===== config.mk =====
export PLATFORM = sky130hd
export DESIGN_NAME = chr_tile_fetcher
export DESIGN_NICKNAME = d
export VERILOG_FILES = /design/src/rtl/chr_tile_fetcher.sv
export SDC_FILE = /design/constraint.sdc
export NUM_CORES = 1
export LEC_CHECK = 0
export ABC_AREA = 1
export ABC_CLOCK_PERIOD_IN_PS = 2760
export BUFFER_PORTS_ARGS = -buffer_cell sky130_fd_sc_hd__buf_2
export CORE_ASPECT_RATIO = 0.8
export CORE_MARGIN = 2
export CORE_UTILIZATION = 50
export DETAILED_ROUTE_END_ITERATION = 10
export GPL_TIMING_DRIVEN = 0
export PLACE_DENSITY = 0.74
export SETUP_SLACK_MARGIN = 0.02
export SKIP_CTS_REPAIR_TIMING = 1
export SYNTH_ARGS = -nofsm -noshare
export SYNTH_HDL_FRONTEND = slang
export SYNTH_SLANG_ARGS = --single-unit

===== constraint.sdc =====
create_clock -name clk -period 2.76 [get_ports clk]
set_input_delay 0.69 -clock clk [delete_from_list [all_inputs] [get_ports clk]]
set_output_delay 0.69 -clock clk [all_outputs]
set_load 0.01 [all_outputs]

===== src/rtl/chr_tile_fetcher.sv =====
// Background pattern fetch: reads low/high CHR planes for one tile row, buffers them,
// and shifts out 2-bit pixels MSB first, one per enabled dot.
module chr_tile_fetcher #(
   parameter int ADDR_W = 16
) (
   input  logic              clk,
   input  logic              reset,
   input  logic              tile_valid,
   output logic              tile_ready,
   input  logic [7:0]        tile_index,
   input  logic              table_sel,
   input  logic [2:0]        fine_y,
   input  logic              flip_h,
   input  logic              flip_v,
   output logic [ADDR_W-1:0] chr_addr,
   input  logic [7:0]        chr_data,
   input  logic              pix_en,
   output logic [1:0]        pixel,
   output logic              pix_valid,
   output logic              underrun
);

   typedef enum logic [1:0] {IDLE, LO, HI} state_t;

   state_t     state;
   state_t     state_nxt;
   logic       table_q;
   logic [7:0] tile_q;
   logic       flip_h_q;
   logic [2:0] row_q;
   logic [7:0] lo_buf;
   logic [7:0] hi_buf;
   logic       buf_full;
   logic [7:0] sh_lo;
   logic [7:0] sh_hi;
   logic [3:0] count;
   logic       accept;
   logic       load;

   function automatic logic [7:0] mirror(input logic [7:0] b, input logic en);
      logic [7:0] r;
      for (int i = 0; i < 8; i++) r[i] = b[7-i];
      return en ? r : b;
   endfunction

   assign tile_ready = (state == IDLE) && !buf_full;
   assign accept     = tile_valid && tile_ready;
   // Reload on the same edge the last pixel leaves so tiles stream without a gap.
   assign load       = buf_full && ((count == 4'd0) || ((count == 4'd1) && pix_en));
   assign pix_valid  = (count != 4'd0);
   assign pixel      = pix_valid ? {sh_hi[7], sh_lo[7]} : 2'b00;

   always_comb begin
      state_nxt = state;
      chr_addr  = '0;
      case (state)
         IDLE: if (accept) state_nxt = LO;
         LO: begin
            chr_addr  = ADDR_W'({table_q, tile_q, 1'b0, row_q});
            state_nxt = HI;
         end
         HI: begin
            chr_addr  = ADDR_W'({table_q, tile_q, 1'b1, row_q});
            state_nxt = IDLE;
         end
         default: state_nxt = IDLE;
      endcase
   end

   always_ff @(posedge clk) begin
      if (reset) begin
         state    <= IDLE;
         table_q  <= 1'b0;
         tile_q   <= '0;
         flip_h_q <= 1'b0;
         row_q    <= '0;
         lo_buf   <= '0;
         hi_buf   <= '0;
         buf_full <= 1'b0;
         sh_lo    <= '0;
         sh_hi    <= '0;
         count    <= '0;
         underrun <= 1'b0;
      end else begin
         state <= state_nxt;
         if (accept) begin
            table_q  <= table_sel;
            tile_q   <= tile_index;
            flip_h_q <= flip_h;
            row_q    <= flip_v ? (3'd7 - fine_y) : fine_y;
         end
         // Memory answers within the cycle the address is driven.
         if (state == LO) lo_buf <= mirror(chr_data, flip_h_q);
         if (state == HI) hi_buf <= mirror(chr_data, flip_h_q);
         if (load) begin
            sh_lo <= lo_buf;
            sh_hi <= hi_buf;
            count <= 4'd8;
         end else if (pix_en && (count != 4'd0)) begin
            sh_lo <= {sh_lo[6:0], 1'b0};
            sh_hi <= {sh_hi[6:0], 1'b0};
            count <= count - 4'd1;
         end
         if (load) buf_full <= 1'b0;
         else if (state == HI) buf_full <= 1'b1;
         if (pix_en && (count == 4'd0)) underrun <= 1'b1;
      end
   end

endmodule


==> results of run 1 <==
stage by stage:
step	area [sq um]	worst slack (ns)	instances	hold slack [ns]	total power, mW
2_1_floorplan	2610	0.742	370	0.431	2.25
3_3_place_gp	2900	0.459	475	0.440	2.56
3_5_place_dp	2900	0.414	475	0.447	2.61
4_1_cts	3020	0.0649	483	0.462	3.16
5_1_grt	3020	0.0296	483	0.491	3.44
6_report	3020	0.234	483	0.460	3.16
synth_stat cells, drive strengths merged:
library cell  count
inv              68
nand2            55
dfxtp            53
o21ai            39
nor2             35
nand3            32
a21oi            27
buf              16
nor3             12
or2              12
ha                8
clkbuf            4
xor2              3
nand4             2
conb              1
or3               1
cells by family (layout without fill, tap and decap cells):
logic type | after synthesis | count (layout)
AOI/OAI and AO/OA | 66 | 66
and+or+nand+nor | 149 | 149
adders and majority gates | 8 | 8
DFF | 53 | 53
xor gates and xnor gates | 3 | 3
other | 1 | 3
buffers and inverters | 88 | 139
power by group:
part	leakage, nW	switching, mW	total, mW	internal [mW]
clock network	0.0585	0.250	0.546	0.296
logic	1.09	0.923	1.45	0.525
registers	0.435	0.137	1.16	1.03
total	1.58	1.31	3.16	1.85
final cells by class:
| class | count | area share [%] |
|---|---|---|
| Multi-Input combinational cell | 229 | 38.5 |
| Sequential cell | 53 | 35.1 |
| Inverter | 68 | 8.53 |
| Timing Repair Buffer | 43 | 7.13 |
| Buffer | 20 | 4.27 |
| Clock buffer | 7 | 2.86 |
| Tap cell | 62 | 2.57 |
| Clock inverter | 1 | 0.994 |
critical path, stage by stage, from the launching register on:
cell and delay, ns:
sky130_fd_sc_hd__dfxtp_1 0.37, sky130_fd_sc_hd__inv_1 0.11, sky130_fd_sc_hd__ha_1 0.30, sky130_fd_sc_hd__inv_1 0.09
sky130_fd_sc_hd__clkbuf_1 0.39, sky130_fd_sc_hd__nor3_1 0.10, sky130_fd_sc_hd__buf_2 0.16
registers in the layout, indices dropped and copies added (netlist names):
name	count
hi_buf	8
sh_lo	8
row_q	3
count	4
sh_hi	8
buf_full	1
underrun	1
tile_q	8
state	2
flip_h_q	1
lo_buf	8
table_q	1
metal layers:
| metal | wire length, um | share of wire [%] | track usage, % | vias to the layer above |
|---|---|---|---|---|
| li1 | - | - | - | 1249 |
| met3 | 290 | 5.2 | 3.57 | 6 |
| met5 | 0 | 0 | 0 | - |
| met4 | 38 | 0.69 | 6.75 | 0 |
| met2 | 2460 | 44 | 29.6 | 58 |
| met1 | 2750 | 50 | 26.6 | 1041 |
final timing paths:
kind / from / endpoint / slack (ns)
worst max-delay path: state[0] / chr_addr[10] / 0.23
worst min-delay path: tile_q[6] / tile_q[6] / 0.46
worst max register to register: count[0] / count[0] / 1.14
worst min register to register: tile_q[6] / tile_q[6] / 0.46
placed cells by master, fill, tap and decap left out, types with 6 or more instances in the layout:
cell type / count
sky130_fd_sc_hd__nand3_1: 31
sky130_fd_sc_hd__inv_1: 67
sky130_fd_sc_hd__or2_0: 11
sky130_fd_sc_hd__clkbuf_8: 6
sky130_fd_sc_hd__nand2_1: 51
sky130_fd_sc_hd__nor2_1: 34
sky130_fd_sc_hd__o21ai_0: 39
sky130_fd_sc_hd__a21oi_1: 26
sky130_fd_sc_hd__dfxtp_1: 53
sky130_fd_sc_hd__ha_1: 8
sky130_fd_sc_hd__buf_2: 50
sky130_fd_sc_hd__nor3_1: 12
==> flow_summary.rst, run 1 <==
.. list-table::
   :header-rows: 1

   * - Metric
     - Value
   * - Run status
     - completed
   * - Antenna Diode Count
     - 0
   * - Crit end category
     - output pin
   * - Transition at the pin with the smallest max-transition slack
     - 0.519 ns
   * - Number of unique standard cell types used by synthesis
     - 26
   * - Top post-synthesis cells by area
     - sky130_fd_sc_hd__dfxtp_1 41%, sky130_fd_sc_hd__inv_1 9.7%, sky130_fd_sc_hd__o21ai_0 7.5%
   * - First-iteration detailed-routing DRC count
     - 91
   * - Post-synth top area share
     - 40.8%
   * - Count of clock tree sinks
     - 53
   * - Register area
     - 1060 sq um
   * - Clk slew on worst S/H paths
     - 0.09 ns
   * - Hold Fails Final Rpt
     - 0
   * - Number of max-capacitance violations reported
     - 0
   * - CTS H-tree lvls
     - 2
   * - Total of fill cells in the finished design
     - 496
   * - Fraction of the yosys area taken by sequential cells
     - 40.8%
   * - Final setup violation count
     - 0
   * - Half-perimeter wire length after detailed placement
     - 4140 um
   * - RD Place Congestion
     - 0.779
   * - Max IR drop VDD
     - 0.000791 V
   * - Net count, final
     - 454
   * - Static Leak
     - 1.58 nW
   * - Detailed-router iteration count before antenna repair
     - 4
   * - Post-route core utilization
     - 60.3%
   * - Site row count
     - 23
   * - Minimum clock period
     - 2.53 ns
   * - Average footprint of a synthesized cell
     - 7.07 sq um
   * - Post-route clock skew
     - 0.00532 ns
   * - Signed area change from the synthesized netlist to the final layout
     - 16.2%
   * - Signal arrival time at the worst endpoint
     - 1.84 ns
   * - Horizontal extent of the die
     - 84.6 um
   * - CTS buffer count
     - 5
   * - Largest family of logic cells by synthesized area
     - simple AND/OR/NAND/NOR gates
   * - Power density relative to cell area
     - 1050 nW/um^2
   * - Gate count after technology mapping
     - 368
   * - Initial Utilization
     - 51.9%
   * - Clock tree root buffer cell
     - sky130_fd_sc_hd__clkbuf_8
   * - Post-route setup TNS
     - 0 ns
   * - Number of cells on the worst hold path
     - 2
   * - Post-synthesis simple-gate area fraction
     - 26.6%
   * - Vias post-DR
     - 2354
   * - Fraction of synthesized cell area in xor and xnor cells
     - 1.01%
   * - Area of combinational cells with multiple inputs
     - 1160 sq um
   * - Share of synthesized area spent on multiplexers
     - 0%
   * - I/O pin count
     - 47
   * - Grt total ovfl
     - 0
   * - Total DRC errors in the routed layout
     - 0
   * - Headroom to the max-slew limit
     - 65.4%
   * - Vias in the first global route
     - 1953
   * - CTS tree
     - yes
   * - Area of the die
     - 5800 sq um
   * - Class of the most critical hold timing path
     - register to register
   * - Worst Setup Path Type
     - register to output pin
   * - Area share of fa/ha/maj cells after synthesis
     - 3.85%
   * - Maximum fanout count along the critical path
     - 10
   * - Required @ worst endpoint
     - 2.07 ns
   * - Clk Latency, worst-skew pair
     - 0.31 ns
   * - Initial antenna violation count
     - 0
   * - Wire length of the first global-routing pass
     - 8760 um
   * - GRT Overall Usage
     - 19.0%
   * - Unrepaired setup endpoints after global routing
     - false
   * - Buffer levels on the longest clock path
     - 2
   * - Highest attainable clock frequency
     - 396 MHz
   * - Critical path startpoint category
     - register
   * - Post-Syn Area
     - 2600 sq um
   * - Share of the clock period used by the worst path after layout
     - 91.5%
   * - DR WL/cell
     - 11.5 um
   * - Count of yosys warnings during synthesis
     - 0
   * - Pin count of the biggest net entering global routing
     - 16
   * - R2R cell count
     - 8
   * - Vias per std cell
     - 4.87
   * - Core box area
     - 5010 sq um
   * - Compound-cell area share of the yosys netlist
     - 12.8%
   * - Largest area contributor in the synthesized netlist
     - sky130_fd_sc_hd__dfxtp_1
   * - Quantity of I/O buffers inserted on ports
     - 43
   * - Max-slew violation count
     - 0
   * - Number of synthesized register bits
     - 53
   * - Die Y-Extent
     - 68.5 um
   * - Share of post-route cells with drive strength above 1
     - 17.6%
   * - Post-DRT Antenna Nets
     - 0
   * - Sum of routed wire length over all layers
     - 5530 um
(Power assumes the default switching activity.)
==> run 2, diff against run 1 <==
==> constraint.sdc (replaced) <==
create_clock -name clk -period 2.76 [get_ports clk]
set_input_delay 0.276 -clock clk [delete_from_list [all_inputs] [get_ports clk]]
set_output_delay 0.276 -clock clk [all_outputs]
set_load 0.01 [all_outputs]
==> flow_summary.rst, run 2 (synthesis results as in run 1) <==
.. list-table::
   :header-rows: 1

   * - Metric
     - Value
   * - Signal arrival time at the worst endpoint
     - 2.00 ns (was 1.84 ns)
   * - CTS H-tree lvls
     - 2 (unchanged)
   * - Net count, final
     - 454 (unchanged)
   * - Cell with the largest stage delay on the worst path
     - sky130_fd_sc_hd__clkbuf_1 (unchanged)
   * - Share of the clock period used by the worst path after layout
     - 82.4% (was 91.5%)
   * - Transition at the pin with the smallest max-transition slack
     - 0.517 ns (was 0.519 ns)
   * - Max IR drop VDD
     - 0.000793 V (was 0.000791 V)
   * - Sum of routed wire length over all layers
     - 5530 um (about the same)
   * - Most used cells in the layout excluding fill and tap cells
     - 67 x sky130_fd_sc_hd__inv_1, 53 x sky130_fd_sc_hd__dfxtp_1, 51 x sky130_fd_sc_hd__nand2_1, 50 x sky130_fd_sc_hd__buf_2, 39 x sky130_fd_sc_hd__o21ai_0 (unchanged)
   * - Detailed-router iteration count before antenna repair
     - 4 (unchanged)
   * - I/O pin count
     - 47 (unchanged)
   * - Cell with the most instances on the worst path
     - sky130_fd_sc_hd__buf_2 (was sky130_fd_sc_hd__inv_1)
   * - Initial antenna violation count
     - 0 (unchanged)
   * - R2R cell count
     - 8 (unchanged)
   * - Hold Fails Final Rpt
     - 0 (unchanged)
   * - Final Cell Area
     - 3020 sq um (about the same)
   * - Highest attainable clock frequency
     - 440 MHz (was 396 MHz)
   * - Wire length of the first global-routing pass
     - 8760 um (unchanged)
   * - Critical path's top delay family
     - buffers and inverters (unchanged)
   * - Vias per std cell
     - 4.89 (was 4.87)
   * - Standard cell area after detailed placement
     - 2900 sq um (unchanged)
   * - CTS buffer count
     - 5 (unchanged)
   * - Post-route setup TNS
     - 0 ns (unchanged)
   * - Site row count
     - 23 (unchanged)
   * - Power density relative to cell area
     - 1040 nW/um^2 (was 1050 nW/um^2)
   * - Clk slew on worst S/H paths
     - 0.09 ns (about the same)
   * - Number of cells on the worst hold path
     - 3 (was 2)
   * - Required @ worst endpoint
     - 2.48 ns (was 2.07 ns)
   * - Grt total ovfl
     - 0 (unchanged)
   * - DR WL/cell
     - 11.4 um (was 11.5 um)
   * - Number of buffer and inverter instances along the worst setup path
     - 4 (unchanged)
   * - R2R Setup Slk
     - 1.14 ns (about the same)
   * - Count of clock tree sinks
     - 53 (unchanged)
   * - Stage delay of the slowest cell on the critical path
     - 0.39 ns (about the same)
   * - Worst Hold End
     - tile_q[3] (was tile_q[6])
   * - Max-slew violation count
     - 0 (unchanged)
   * - Minimum clock period
     - 2.27 ns (was 2.53 ns)
   * - Run status
     - completed (unchanged)
   * - Half-perimeter wire length after detailed placement
     - 4140 um (unchanged)
   * - Number of max-capacitance violations reported
     - 0 (unchanged)
   * - Horizontal extent of the die
     - 84.6 um (unchanged)
   * - Worst flop-to-flop path endpoint
     - count[0] (unchanged)
   * - GRT Overall Usage
     - 19.0% (unchanged)
   * - Share of post-route cells with drive strength above 1
     - 17.3% (was 17.6%)
   * - Antenna Diode Count
     - 0 (unchanged)
   * - Leading cell type in the layout, fill and taps excluded
     - sky130_fd_sc_hd__inv_1 (unchanged)
   * - Crit end category
     - output pin (unchanged)
   * - Pin count of the biggest net entering global routing
     - 16 (unchanged)
   * - Die Y-Extent
     - 68.5 um (unchanged)
   * - Class of the most critical hold timing path
     - primary input to register (was register to register)
   * - Static Leak
     - 1.58 nW (about the same)
   * - Initial Utilization
     - 51.9% (unchanged)
   * - Start point of the worst min-delay path
     - tile_index[3] (was tile_q[6])
   * - Area of the die
     - 5800 sq um (unchanged)
   * - Critical path startpoint category
     - register (unchanged)
   * - Maximum fanout count along the critical path
     - 10 (unchanged)
   * - Core box area
     - 5010 sq um (unchanged)
   * - Buffer levels on the longest clock path
     - 2 (unchanged)
   * - Post-DRT Antenna Nets
     - 0 (unchanged)
   * - Worst reg2reg startpoint
     - count[0] (unchanged)
   * - RD Place Congestion
     - 0.779 (unchanged)
   * - Clk Latency, worst-skew pair
     - 0.31 ns (about the same)
   * - Total DRC errors in the routed layout
     - 0 (unchanged)
   * - Signed area change from the synthesized netlist to the final layout
     - 16.0% (was 16.2%)
   * - Power Total
     - 3.15 mW (was 3.16 mW)
   * - Quantity of I/O buffers inserted on ports
     - 43 (unchanged)
   * - CP cell instances
     - inv_1, ha_1, buf_2, nor2_1, clkbuf_1, nor3_1, buf_2 (was inv_1, ha_1, inv_1, clkbuf_1, nor3_1, buf_2)
   * - First-iteration detailed-routing DRC count
     - 91 (unchanged)
   * - CTS tree
     - yes (unchanged)
   * - Clock tree root buffer cell
     - sky130_fd_sc_hd__clkbuf_8 (unchanged)
   * - Worst Setup Path Type
     - register to output pin (unchanged)
   * - Vias post-DR
     - 2361 (was 2354)
   * - Post-route clock skew
     - 0.00482 ns (was 0.00532 ns)
   * - Final setup violation count
     - 0 (unchanged)
   * - Vias in the first global route
     - 1953 (unchanged)
   * - Headroom to the max-slew limit
     - 65.5% (was 65.4%)
   * - Unrepaired setup endpoints after global routing
     - false (unchanged)
run 2: cell types whose count changed in the layout (fill, tap and decap cells not counted):
cell / before / now
sky130_fd_sc_hd__clkbuf_4: 1 / 0
sky130_fd_sc_hd__clkbuf_1: 4 / 5
run 2: power breakdown:
group          total, mW  switching (mW)  internal (mW)
combinational       1.44           0.925          0.517
clock              0.546           0.250          0.296
sequential          1.16           0.137           1.03
run 2: per-stage QoR:
| step | hold slack [ns] | setup slack [ns] | instances | utilization (%) |
|---|---|---|---|---|
| after floorplan | 0.421 | 1.16 | 370 | - |
| after global placement | 0.440 | 0.873 | 475 | 57.9 |
| after detailed placement | 0.447 | 0.828 | 475 | 57.9 |
| after global routing | 0.256 | 0.247 | 483 | 60.2 |
| final | 0.246 | 0.485 | 483 | 60.2 |
| after CTS | 0.243 | 0.479 | 483 | 60.2 |
run 2: how the worst max path moves through the flow:
stage,from,endpoint,cells after the start
4_1_cts,state[0],chr_addr[10],7
3_5_place_dp,state[0],chr_addr[4],7
6_report,state[0],chr_addr[10],7
3_3_place_gp,state[0],chr_addr[10],7
2_1_floorplan,state[0],chr_addr[0],6
5_1_grt,state[0],chr_addr[5],7
run 2: area by class of cell:
type,count,area (sq um)
Buffer,20,125
Tap cell,62,77.6
Multi-Input combinational cell,229,1160
Timing Repair Buffer,43,215
Inverter,68,258
Fill cell,498,1990
Clock buffer,7,86.3
Sequential cell,53,1060
Clock inverter,1,30.0
run 2: metal layers:
layer | wire length, um | global-route usage [%]
met2 | 2450 | 29.6
met1 | 2710 | 26.6
met5 | 0 | 0
met4 | 54 | 6.75
met3 | 314 | 3.57
run 2: worst register-to-register path, stage by stage (launching register included):
cell and delay (ns):
sky130_fd_sc_hd__dfxtp_1 0.38, sky130_fd_sc_hd__inv_1 0.10, sky130_fd_sc_hd__ha_1 0.26, sky130_fd_sc_hd__inv_1 0.08, sky130_fd_sc_hd__nand2_2 0.09, sky130_fd_sc_hd__nand3_4 0.10, sky130_fd_sc_hd__buf_2 0.23, sky130_fd_sc_hd__nand2_1 0.16
sky130_fd_sc_hd__a21oi_1 0.14
